<file path="config.mk">
export PLATFORM = sky130hd
export DESIGN_NAME = rf_writeback
export DESIGN_NICKNAME = d
export VERILOG_FILES = /design/src/rtl/rf_pkg.sv /design/src/rtl/rf_scoreboard.sv /design/src/rtl/rf_writeback.sv
export SDC_FILE = /design/constraint.sdc
export NUM_CORES = 1
export LEC_CHECK = 0
export ABC_AREA = 1
export CAP_MARGIN = 20
export CORE_UTILIZATION = 46
export DETAILED_ROUTE_END_ITERATION = 16
export PLACE_DENSITY = 0.86
export SETUP_SLACK_MARGIN = 0.4
export SLEW_MARGIN = 20
export SYNTH_ARGS = -nofsm -noshare
export SYNTH_HDL_FRONTEND = slang
export SYNTH_SLANG_ARGS = --single-unit
</file>
<file path="constraint.sdc">
create_clock -name clk -period 2.25 [get_ports clk]
set_input_delay 0.45 -clock clk [delete_from_list [all_inputs] [get_ports clk]]
set_output_delay 0.45 -clock clk [all_outputs]
set_load 0.02 [all_outputs]
</file>
<file path="src/rtl/rf_pkg.sv">
// Shared register-file types and sizes, used by the writeback path and register_file.
// Optional feature macro used by importers: RF_WB_BYPASS_EN.
package rf_pkg;

    localparam int RF_ADDR_W = 5;
    localparam int RF_DATA_W = 32;
    localparam int NUM_REGS  = 1 << RF_ADDR_W;

    typedef logic [RF_ADDR_W-1:0] rf_idx_t;
    typedef logic [RF_DATA_W-1:0] rf_data_t;

    typedef struct packed {
        rf_idx_t  rd;
        rf_data_t data;
    } wb_req_t;

    // x0 is hardwired zero and never tracked
    function automatic logic rf_idx_live(input rf_idx_t idx);
        return idx != '0;
    endfunction

endpackage

</file>
<file path="src/rtl/rf_scoreboard.sv">
// Per-register busy scoreboard: set at issue, clear at writeback, set wins on collision.
// RF_WB_BYPASS_EN: the register being written this cycle is masked from the source checks.
module rf_scoreboard
    import rf_pkg::*;
#(
    parameter int ADDR_WIDTH = RF_ADDR_W
) (
    input  logic                         clk,
    input  logic                         rst,
    input  logic                         iss_valid_i,
    input  logic [ADDR_WIDTH-1:0]        iss_rd_i,
    input  logic [ADDR_WIDTH-1:0]        iss_rs1_i,
    input  logic [ADDR_WIDTH-1:0]        iss_rs2_i,
    input  logic                         clr_en_i,
    input  logic [ADDR_WIDTH-1:0]        clr_rd_i,
`ifdef RF_WB_BYPASS_EN
    output logic                         byp_rs1_hit_o,
    output logic                         byp_rs2_hit_o,
`endif
    output logic [(1<<ADDR_WIDTH)-1:0]   busy_o,
    output logic                         iss_hazard_o
);

    localparam int NREGS = 1 << ADDR_WIDTH;

    logic [NREGS-1:0] busy_q, busy_d;
    logic             set_en;
    logic             rs1_busy, rs2_busy, rd_busy;

`ifdef RF_WB_BYPASS_EN
    logic hit1, hit2;

    // clr_en/clr_rd is the live write port, so its value is forwardable now
    always_comb begin
        hit1     = clr_en_i && (clr_rd_i == iss_rs1_i) && (iss_rs1_i != '0);
        hit2     = clr_en_i && (clr_rd_i == iss_rs2_i) && (iss_rs2_i != '0);
        rs1_busy = busy_q[iss_rs1_i] && !hit1;
        rs2_busy = busy_q[iss_rs2_i] && !hit2;
    end

    assign byp_rs1_hit_o = hit1;
    assign byp_rs2_hit_o = hit2;
`else
    always_comb begin
        rs1_busy = busy_q[iss_rs1_i];
        rs2_busy = busy_q[iss_rs2_i];
    end
`endif

    assign rd_busy      = busy_q[iss_rd_i];
    assign iss_hazard_o = rs1_busy || rs2_busy || rd_busy;
    assign set_en       = iss_valid_i && !iss_hazard_o && (iss_rd_i != '0);

    always_comb begin
        busy_d = busy_q;
        if (clr_en_i) busy_d[clr_rd_i] = 1'b0;
        if (set_en)   busy_d[iss_rd_i] = 1'b1;
        busy_d[0] = 1'b0;
    end

    always_ff @(posedge clk) begin
        if (rst) busy_q <= '0;
        else     busy_q <= busy_d;
    end

    assign busy_o = busy_q;

endmodule

</file>
<file path="src/rtl/rf_writeback.sv">
// RF write-port arbiter (LSU over ALU), registered write stage, writeback counter and scoreboard.
// RF_WB_BYPASS_EN adds byp_rs1_hit/byp_rs2_hit/byp_data so decode can read the value being written.
module rf_writeback
    import rf_pkg::*;
#(
    parameter int ADDR_WIDTH = RF_ADDR_W,
    parameter int DATA_WIDTH = RF_DATA_W
) (
    input  logic                         clk,
    input  logic                         rst,
    input  logic                         iss_valid,
    input  logic [ADDR_WIDTH-1:0]        iss_rd,
    input  logic [ADDR_WIDTH-1:0]        iss_rs1,
    input  logic [ADDR_WIDTH-1:0]        iss_rs2,
    output logic                         iss_hazard,
    input  logic                         alu_valid,
    input  logic [ADDR_WIDTH-1:0]        alu_rd,
    input  logic [DATA_WIDTH-1:0]        alu_data,
    output logic                         alu_ready,
    input  logic                         lsu_valid,
    input  logic [ADDR_WIDTH-1:0]        lsu_rd,
    input  logic [DATA_WIDTH-1:0]        lsu_data,
    output logic                         lsu_ready,
    output logic                         rf_wen,
    output logic [ADDR_WIDTH-1:0]        rf_rd,
    output logic [DATA_WIDTH-1:0]        rf_wdata,
`ifdef RF_WB_BYPASS_EN
    output logic                         byp_rs1_hit,
    output logic                         byp_rs2_hit,
    output logic [DATA_WIDTH-1:0]        byp_data,
`endif
    output logic [(1<<ADDR_WIDTH)-1:0]   busy,
    output logic [31:0]                  wb_count
);

    typedef struct packed {
        logic [ADDR_WIDTH-1:0] rd;
        logic [DATA_WIDTH-1:0] data;
    } wb_stage_t;

    wb_stage_t   acc_req, wb_q, wb_d;
    logic        acc_valid, wen_d, rf_wen_q;
    logic [31:0] wb_count_q, wb_count_d;

    assign lsu_ready = 1'b1;
    assign alu_ready = !lsu_valid;

    always_comb begin
        acc_valid = lsu_valid || (alu_valid && alu_ready);
        if (lsu_valid) begin
            acc_req.rd   = lsu_rd;
            acc_req.data = lsu_data;
        end else begin
            acc_req.rd   = alu_rd;
            acc_req.data = alu_data;
        end
        // rd==0 results are consumed but never reach the RF port
        wen_d      = acc_valid && (acc_req.rd != '0);
        wb_d       = wen_d ? acc_req : wb_q;
        wb_count_d = wb_count_q + {31'b0, rf_wen_q};
    end

    always_ff @(posedge clk) begin
        if (rst) begin
            rf_wen_q   <= 1'b0;
            wb_q       <= '0;
            wb_count_q <= '0;
        end else begin
            rf_wen_q   <= wen_d;
            wb_q       <= wb_d;
            wb_count_q <= wb_count_d;
        end
    end

    assign rf_wen   = rf_wen_q;
    assign rf_rd    = wb_q.rd;
    assign rf_wdata = wb_q.data;
    assign wb_count = wb_count_q;

    rf_scoreboard #(.ADDR_WIDTH(ADDR_WIDTH)) u_sb (
        .clk          (clk),
        .rst          (rst),
        .iss_valid_i  (iss_valid),
        .iss_rd_i     (iss_rd),
        .iss_rs1_i    (iss_rs1),
        .iss_rs2_i    (iss_rs2),
        .clr_en_i     (rf_wen_q),
        .clr_rd_i     (wb_q.rd),
`ifdef RF_WB_BYPASS_EN
        .byp_rs1_hit_o(byp_rs1_hit),
        .byp_rs2_hit_o(byp_rs2_hit),
`endif
        .busy_o       (busy),
        .iss_hazard_o (iss_hazard)
    );

`ifdef RF_WB_BYPASS_EN
    assign byp_data = wb_q.data;
`endif

    // Decode must never issue into a hazard
    a_no_issue_on_hazard: assert property (@(posedge clk) disable iff (rst)
        !(iss_valid && iss_hazard));

    // A result should only arrive for a destination that decode allocated
    a_result_was_allocated: assert property (@(posedge clk) disable iff (rst)
        (acc_valid && (acc_req.rd != '0)) |-> busy[acc_req.rd]);

endmodule

</file>
# Word level (Yosys, flattened, before mapping)
# Index checks and enable logic that the tools add are counted.
# op_classes
reduce_logical,13
bitwise_logic,3
magnitude_cmp,6
mux,13
n_addsub,1
# ops
op,count
2-to-1 mux 32 bit,2
2-to-1 mux 37 bit,1
adder 32 x 1 -> 32 bit,1
AND 32 bit,1
NOT 32 bit,1
OR 32 bit,1
< comparator 5 x 6 -> 1 bit (second input constant),4
binary-select mux 1 bit (select 5 bit),3
demux 1 bit (select 5 bit),2
>= comparator 5 x 1 -> 1 bit (second input constant),2
nonzero test 5 bit,2
logical AND 1 bit,6
2-to-1 mux 1 bit,5
logical OR 1 bit,3
logical NOT 1 bit,2
# word_totals
register_bits,102
elab_cells,42

# Depth between registers and ports, before layout
# Gate-level depths: netlist of the first run.
# logic_depth
ltp_word,9
depth_mapped,14

# By module
# Synthesis of the first run repeated with hierarchy kept, for this count alone.
# hier_totals
hier_cells,954
hier_area_um2,6228.5
# modules_own_cells
mod,cells_per_inst,area_each_um2,n_inst,seq_area_each_um2
rf_writeback,512,3643.5,1,1401.3
rf_scoreboard,442,2585.0,1,620.6

# Worst setup path before layout of the first run
# No wires, ideal clock.
# synth_path
path_type,input -> output
from,input iss_rd[0]
to,output iss_hazard
path_stages,10
path_slack_ps,113
path_buffers,1
arrival_ps,1687
cell_sequence,nor2_1 > clkinv_1 > o22ai_1 > o21bai_1 > nand2_1 > inv_1 > nand2_2 > nor2_4 > buf_6 > nand2_1
# synth_between
elab_chain_len,3
# synth_rtl
item,line_no,source
from (decl),rf_writeback.sv:12,"input logic [ADDR_WIDTH-1:0] iss_rd,"
binary-select mux 1 bit (select 5 bit),rf_scoreboard.sv:50,assign rd_busy = busy_q[iss_rd_i];
2-to-1 mux 1 bit (implied by the code),rf_scoreboard.sv:50,
logical OR 1 bit,rf_scoreboard.sv:51,assign iss_hazard_o = rs1_busy || rs2_busy || rd_busy;
to (decl),rf_writeback.sv:15,"output logic iss_hazard,"
# Every way passes these cells. The select of a mux whose other input is x is not followed.

# Final worst setup path of the first run
# layout_path
from,register u_sb.busy_q[2] (netlist: u_sb.busy_o[2])
to,output iss_hazard
# layout_between
elab_chain_len,4
elab_cells_between_ends,8
cone_classes,mux: 6; reduce/logical: 2
# layout_rtl
item,line_no,source
from (decl),rf_scoreboard.sv:26,"logic [NREGS-1:0] busy_q, busy_d;"
from (signal assigned),rf_scoreboard.sv:63,else busy_q <= busy_d;
"binary-select mux 1 bit (select 5 bit), on equally long branches","rf_scoreboard.sv:45, rf_scoreboard.sv:46",
"2-to-1 mux 1 bit, on equally long branches","rf_scoreboard.sv:45, rf_scoreboard.sv:46",
logical OR 1 bit,rf_scoreboard.sv:51,
logical OR 1 bit (*),rf_scoreboard.sv:51,
# Every way passes the cells marked *; elsewhere a longest branch is shown, timed or not. The select of a mux whose other input is x is not followed.

==> flow_summary.toml, run 1 <==
[critical_path]
criticalPathCategory = "reg -> out"
worst_ep_required_time_ns = 1.80
cp.arrival_ns = 1.68
endpoint_kind = "primary output"
cp_max_fo = 3
crit_path_start_kind = "flop"

[pwr]
total_power_mw = 4.929
power_frac_clock_pct = 38.6
p_per_area_mw_per_mm2 = 514.1
seqPwrFrac_pct = 38.6
power_frac_comb_pct = 22.8
irDropWorstVdd_mv = 0.5167
leakagePower_nw = 4.370
p_sw_mw = 1.366
p_int_mw = 3.564
swShare_pct = 27.71

[cells_and_area]
layout.cells.non_filler = 1274
fill_cells = 746
antennaDiodeCount = 0
final_util_pct = 80.16
layout.area.seq_mm2 = 0.002066
layout.nets = 1218
multi_input_area_mm2 = 0.003503
layout-drive-gt1-share_pct = 27.86
area_growth_pct = 70.55
final_cell_area_mm2 = 0.009588

[place]
port_buffers = 196
place_congestion = 0.9522
dp.cells = 1214
post_dp_cell_area_mm2 = 0.008109
dp_hpwl_um = 14760

[floorplanning]
dieHeight_um = 112.6
core_mm2 = 0.01196
rows = 40
start_util_pct = 47.00
die_w_um = 112.6
ios = 199
die_area_mm2 = 0.01267

[synth]
synth_edf_count = 0
synthTopCellsByCount = "193 x nand2_1, 101 x dfxtp_1, 89 x inv_1"
ys_seq_elements = 101
yosysUniqueCellTypes = 38
ys.flop_type = "dfxtp_1"
ys_async_sr_fraction_pct = 0
synth.area.top_cells = "dfxtp_1 36%, nand2_1 13%, nand3_1 7.0%"
syn_inst = 851
postSynthAreaPerCell_um2 = 6.606
synth_seq_area_share_pct = 35.97
syn_area_mm2 = 0.005622
synth_top_area_share_pct = 35.97
synth.most_common_cell = "nand2_1"
synth_area_leader_cell = "dfxtp_1"
synthesis.nets = 947
yosysWarnings = 0

[drt]
wirelength_um = 25560
ant_nets = 0
post_drt_wl_per_cell_um = 20.06
vias = 7840
viasPerCell = 6.154
route.detailed.drc = 0
drt_iter0_markers = 1102
first_pass_iters = 7

[grt]
gr-usage-all-layers_pct = 35.10
first_global_vias = 7064
grt_max_degree = 57
grt.overflow.total = 0
antenna_found_initial = 0
grt_pass1_wl_um = 35360

[clocking]
cts-root-buf = "clkbuf_16"
cts_hold_buffers = 0
clock-sinks = 101
cts_tree = "done"
htree_levels = 3
path_clk_slew_ns = 0.07
numCtsBuffers = 9
clock_path_buffers = 2
worstSkewPairLatency_ns = 0.35

[sta]
report.final.slew_viol_count = 0
period_share_pct = 94.49
hold_slack_ns = 0.4993
setup_viol = 0
max_freq_mhz = 470.4
finalHoldViolCount = 0
rsz0062_at_grt = "yes"
timing.final.crit_period_ns = 2.126
worstMarginPinSlew_ns = 0.7127
max-slew-margin-rel_pct = 52.12
skew_ns = 0.01624

[run_status]
status = "finished, final reports clean"

[run]
cap_viol_max_count = 0

[min_path]
hold_class = "reg -> reg"
## power groups by stage
stage / Combinational, mW / Clock, mW / Sequential (mW)
after floorplan: 0.384 / 0 / 2.02
after global placement: 0.919 / 0 / 1.94
after detailed placement: 0.929 / 0 / 1.94
after CTS: 1.02 / 1.86 / 1.90
after global routing: 1.18 / 1.97 / 1.91
final: 1.12 / 1.90 / 1.91
## final timing paths
path | start | end | slack (ns) | cells after the start
max reg2reg | rf_wen | wb_count[28] | 0.19 | 11
min | u_sb.busy_o[22] | u_sb.busy_o[22] | 0.50 | 2
max | u_sb.busy_o[2] | iss_hazard | 0.12 | 10
min reg2reg | u_sb.busy_o[22] | u_sb.busy_o[22] | 0.50 | 2
## state kept, by name (all words and copies together) (netlist names)
register and count:
wb_count 32, u_sb.busy_o 31, rf_wen 1, rf_rd 5
rf_wdata 32
## per-stage QoR
| stage | setup TNS (ns) | setup slack, ns |
|---|---|---|
| 2_1_floorplan | 0 | 0.3011 |
| 3_3_place_gp | -11.05 | -0.6813 |
| 3_5_place_dp | -14.54 | -0.7592 |
| 4_1_cts | 0 | 0.2060 |
| 5_1_grt | 0 | 0.06146 |
| 6_report | 0 | 0.1240 |
## what timing repair did
action                                  CTS  global route
cloned                                    6             2
pin swaps                                54            64
gates resized for setup                 157           164
setup buffers                            20            16
endpoints found under the setup margin  103            91
## cell type report
cell class                      count  share of cell area [%]
Clock buffer                       12                   2.793
Clock inverter                      4                   1.031
Inverter                           93                   4.111
Multi-Input combinational cell    611                   36.54
Sequential cell                   101                   21.55
Tap cell                          147                   1.918
Timing Repair Buffer              304                   31.78
Timing Repair inverter              2                  0.2871
## worst max-delay path: stages, from the launching register on
cell and delay (ns):
dfxtp_2 0.34, buf_4 0.14, nand2_1 0.06, o211ai_1 0.10, nand2_1 0.10, inv_1 0.06, nor2_2 0.14, nand2_2 0.08
nor2_4 0.13, nand2_4 0.07, buf_6 0.13
## layout by cell type, fill, tap and decap left out, types with 3 or more instances in the layout
| cell | instances |
|---|---|
| nor3_1 | 10 |
| buf_2 | 3 |
| nand3_2 | 21 |
| o21ai_0 | 56 |
| buf_16 | 5 |
| o21ai_2 | 12 |
| xnor2_1 | 3 |
| inv_4 | 7 |
| nand4_1 | 36 |
| a31oi_1 | 32 |
| dlygate4sd2_1 | 24 |
| buf_6 | 15 |
| nor2_1 | 61 |
| dfxtp_1 | 78 |
| buf_4 | 83 |
| nor3_4 | 5 |
| dfxtp_4 | 6 |
| inv_2 | 24 |
| inv_1 | 58 |
| bufinv_16 | 3 |
| clkdlybuf4s50_1 | 136 |
| nand2_2 | 29 |
| nand2_1 | 161 |
| dlymetal6s2s_1 | 23 |
| clkbuf_16 | 11 |
| buf_12 | 8 |
| nand2_4 | 4 |
| o21ai_1 | 7 |
| nor2_2 | 9 |
| a21oi_1 | 54 |
| a22oi_2 | 4 |
| o21a_1 | 5 |
| nand3_1 | 54 |
| nor3_2 | 9 |
| nor2_4 | 9 |
| a211oi_2 | 3 |
| dfxtp_2 | 17 |
| nand3_4 | 4 |
## per-layer routing
| layer | vias to the layer above | part of all wire, % | track usage [%] |
|---|---|---|---|
| li1 | 3411 | - | - |
| met1 | 3552 | 35 | 42.63 |
| met2 | 686 | 47 | 60.16 |
| met3 | 191 | 11 | 7.181 |
| met4 | 0 | 6.9 | 14.93 |
| met5 | - | 0 | 0 |
## cell families after synthesis
group / after synthesis / synth area share, %
other: 2 / 0.1336
buffers and inverters: 139 / 11.46
multiplexers: 3 / 0.5342
AO/OA/AOI/OAI: 182 / 17.81
flip-flops: 101 / 35.97
XOR/XNOR: 6 / 0.9348
adder cells (fa/ha/maj): 2 / 0.4451
AND/OR/NAND/NOR: 416 / 32.72
Note: power is estimated with default switching activity, not from simulation.
==> run 2: changes to the inputs <==
--- a/config.mk
+++ b/config.mk
@@ -9,7 +9,8 @@
 export CAP_MARGIN = 20
 export CORE_UTILIZATION = 46
 export DETAILED_ROUTE_END_ITERATION = 16
-export PLACE_DENSITY = 0.86
+export GPL_TIMING_DRIVEN = 0
+export PLACE_DENSITY_LB_ADDON = 0.25
 export SETUP_SLACK_MARGIN = 0.4
 export SLEW_MARGIN = 20
 export SYNTH_ARGS = -nofsm -noshare
==> run 2 against run 1 <==
Against the previous run:
- cell count fell by 0.86%
- clock-buffer cell count fell by 1
- via count fell by 9.3%
- die area unchanged
- global-route usage down 2.7 points
- final area is 5.2% lower
- hold slack got worse by 0.028 ns
- register-to-register slack got worse by 0.09 ns
- clock power decreased by 22%
- core utilization shrank 4.2 points
- sequential power about the same
==> flow_summary.toml, run 2 (synthesized netlist as in run 1, its figures left out) <==
[place]
pre_cts_ws_ns = -0.9757
place_congestion = 0.9038
port_buffers = 192
dp_hpwl_um = 14570

[cells_and_area]
layout.area.seq_mm2 = 0.002105
layout-drive-gt1-share_pct = 23.03
fill_cells = 867
antennaDiodeCount = 0
multi_input_area_mm2 = 0.003344
layout.nets = 1207
area_growth_pct = 61.61
final_common_cell = "nand2_1"
layout_common_cells = "180 x nand2_1, 145 x clkdlybuf4s50_1, 67 x dfxtp_1"

[grt]
first_global_vias = 6663
grt_pass1_wl_um = 32500
antenna_found_initial = 0
gr-usage-all-layers_pct = 32.40
grt_max_degree = 17
grt.overflow.total = 0

[clocking]
cts_tree = "done"
cts_hold_buffers = 0
htree_levels = 3
cts-root-buf = "clkbuf_16"
numCtsBuffers = 9
clock-sinks = 101
clock_path_buffers = 2
path_clk_slew_ns = 0.07
worstSkewPairLatency_ns = 0.36

[run_status]
status = "finished, final reports clean"

[critical_path]
r2r_cells = 16
path_common_cell = "nand2_1"
crit_slowest_cell = "dfxtp_4"
crit_path_start_kind = "flop"
cp_max_fo = 4
worst_ep_required_time_ns = 1.80
slowest_delay_ns = 0.36
endpoint_kind = "primary output"
cp.arrival_ns = 1.76
crit_path_cell_trace = "buf_4 -> a22oi_1 -> nand2_1 -> nand2_1 -> nand2_1 -> inv_1 -> nand2_2 -> nor2_4 -> buf_6 -> nand2_4 -> buf_6"
criticalPathCategory = "reg -> out"

[sta]
skew_ns = 0.007700
timing.final.crit_period_ns = 2.213
rsz0062_at_grt = "yes"
setup_viol = 0
finalSetupTns_ns = 0
finalHoldViolCount = 0
report.final.slew_viol_count = 0
hold_slack_ns = 0.4717
worstMarginPinSlew_ns = 0.6885
max-slew-margin-rel_pct = 54.10
period_share_pct = 98.37
worst_slack_ns = 0.03662
max_freq_mhz = 451.8

[drt]
drt_iter0_markers = 575
vias = 7111
wirelength_um = 21750
viasPerCell = 5.630
ant_nets = 0
route.detailed.drc = 0
post_drt_wl_per_cell_um = 17.22
first_pass_iters = 5

[run]
cap_viol_max_count = 0

[floorplanning]
rows = 40
start_util_pct = 47.00
die_w_um = 112.6
ios = 199
die_area_mm2 = 0.01267
dieHeight_um = 112.6
core_mm2 = 0.01196

[pwr]
p_sw_mw = 1.308
swShare_pct = 29.43
seqPwrFrac_pct = 42.5
power_frac_clock_pct = 33.5
p_int_mw = 3.137
irDropWorstVdd_mv = 0.3804
p_per_area_mw_per_mm2 = 489.3
leakagePower_nw = 4.046
power_frac_comb_pct = 23.9

[min_path]
min_path_cells = 2
hold_class = "reg -> reg"
## run 2: cell count changes in the layout (fill, tap and decap cells not counted), moves of 9 or more
cell and delta:
nand2_1 +19, clkdlybuf4s50_1 +9, dfxtp_4 +10, buf_4 -31
o21ai_0 +9, buf_6 +10, nand2_2 -18, clkbuf_1 +14
o21ai_2 -12, dfxtp_1 -11
## run 2: final timing paths
path	from	to	slack, ns
max	u_sb.busy_o[25]	iss_hazard	0.04
min	wb_count[20]	wb_count[20]	0.47
max reg2reg	u_sb.busy_o[24]	u_sb.busy_o[16]	0.10
min reg2reg	wb_count[20]	wb_count[20]	0.47
## run 2: power groups by stage
stage	registers (mW)	clock network (mW)	logic, mW
after detailed placement	1.94	0	0.892
final	1.89	1.49	1.06
after floorplan	2.02	0	0.384
after global placement	1.94	0	0.888
after global routing	1.90	1.57	1.13
after CTS	1.90	1.48	0.953
## run 2: per-stage QoR
stage	total power, mW	cells	instance area (µm²)	util, %
after floorplan	2.405	851	5714	-
after global placement	2.828	1190	7820	65.38
final	4.445	1263	9085	75.95
after detailed placement	2.836	1190	7820	65.38
after global routing	4.596	1263	9085	75.95
after CTS	4.340	1239	8536	71.36
## run 2: routing by layer
layer,wire length [µm],vias up,share of wire [%],track usage [%]
met3,1884,96,8.7,8.045
met4,912,0,4.2,16.53
met1,8196,3224,38,37.00
li1,-,3375,-,-
met5,0,-,0,0
met2,10760,416,49,56.05
## run 2: worst max-delay path: cells and delay by family, from the launching register on
kind | cells | cell delay (ns)
simple gates | 6 | 0.45
buf+inv | 4 | 0.46
flops | 1 | 0.36
compound gates | 1 | 0.14
## run 2: layout make-up
cell class / count / area share [%]
Tap cell: 147 / 2.025
Clock inverter: 5 / 0.3856
Clock buffer: 11 / 2.672
Inverter: 93 / 4.145
Multi-Input combinational cell: 611 / 36.81
Timing Repair Buffer: 249 / 26.75
Buffer: 46 / 4.049
Sequential cell: 101 / 23.16
## run 2: what timing repair did
item                                    4_1_cts  5_1_grt
hold endpoints to repair                      0        0
gates resized for setup                     148      126
pin swaps                                    18       36
buffers inserted                             31       22
endpoints found under the setup margin      103       81
cloned                                        2        2
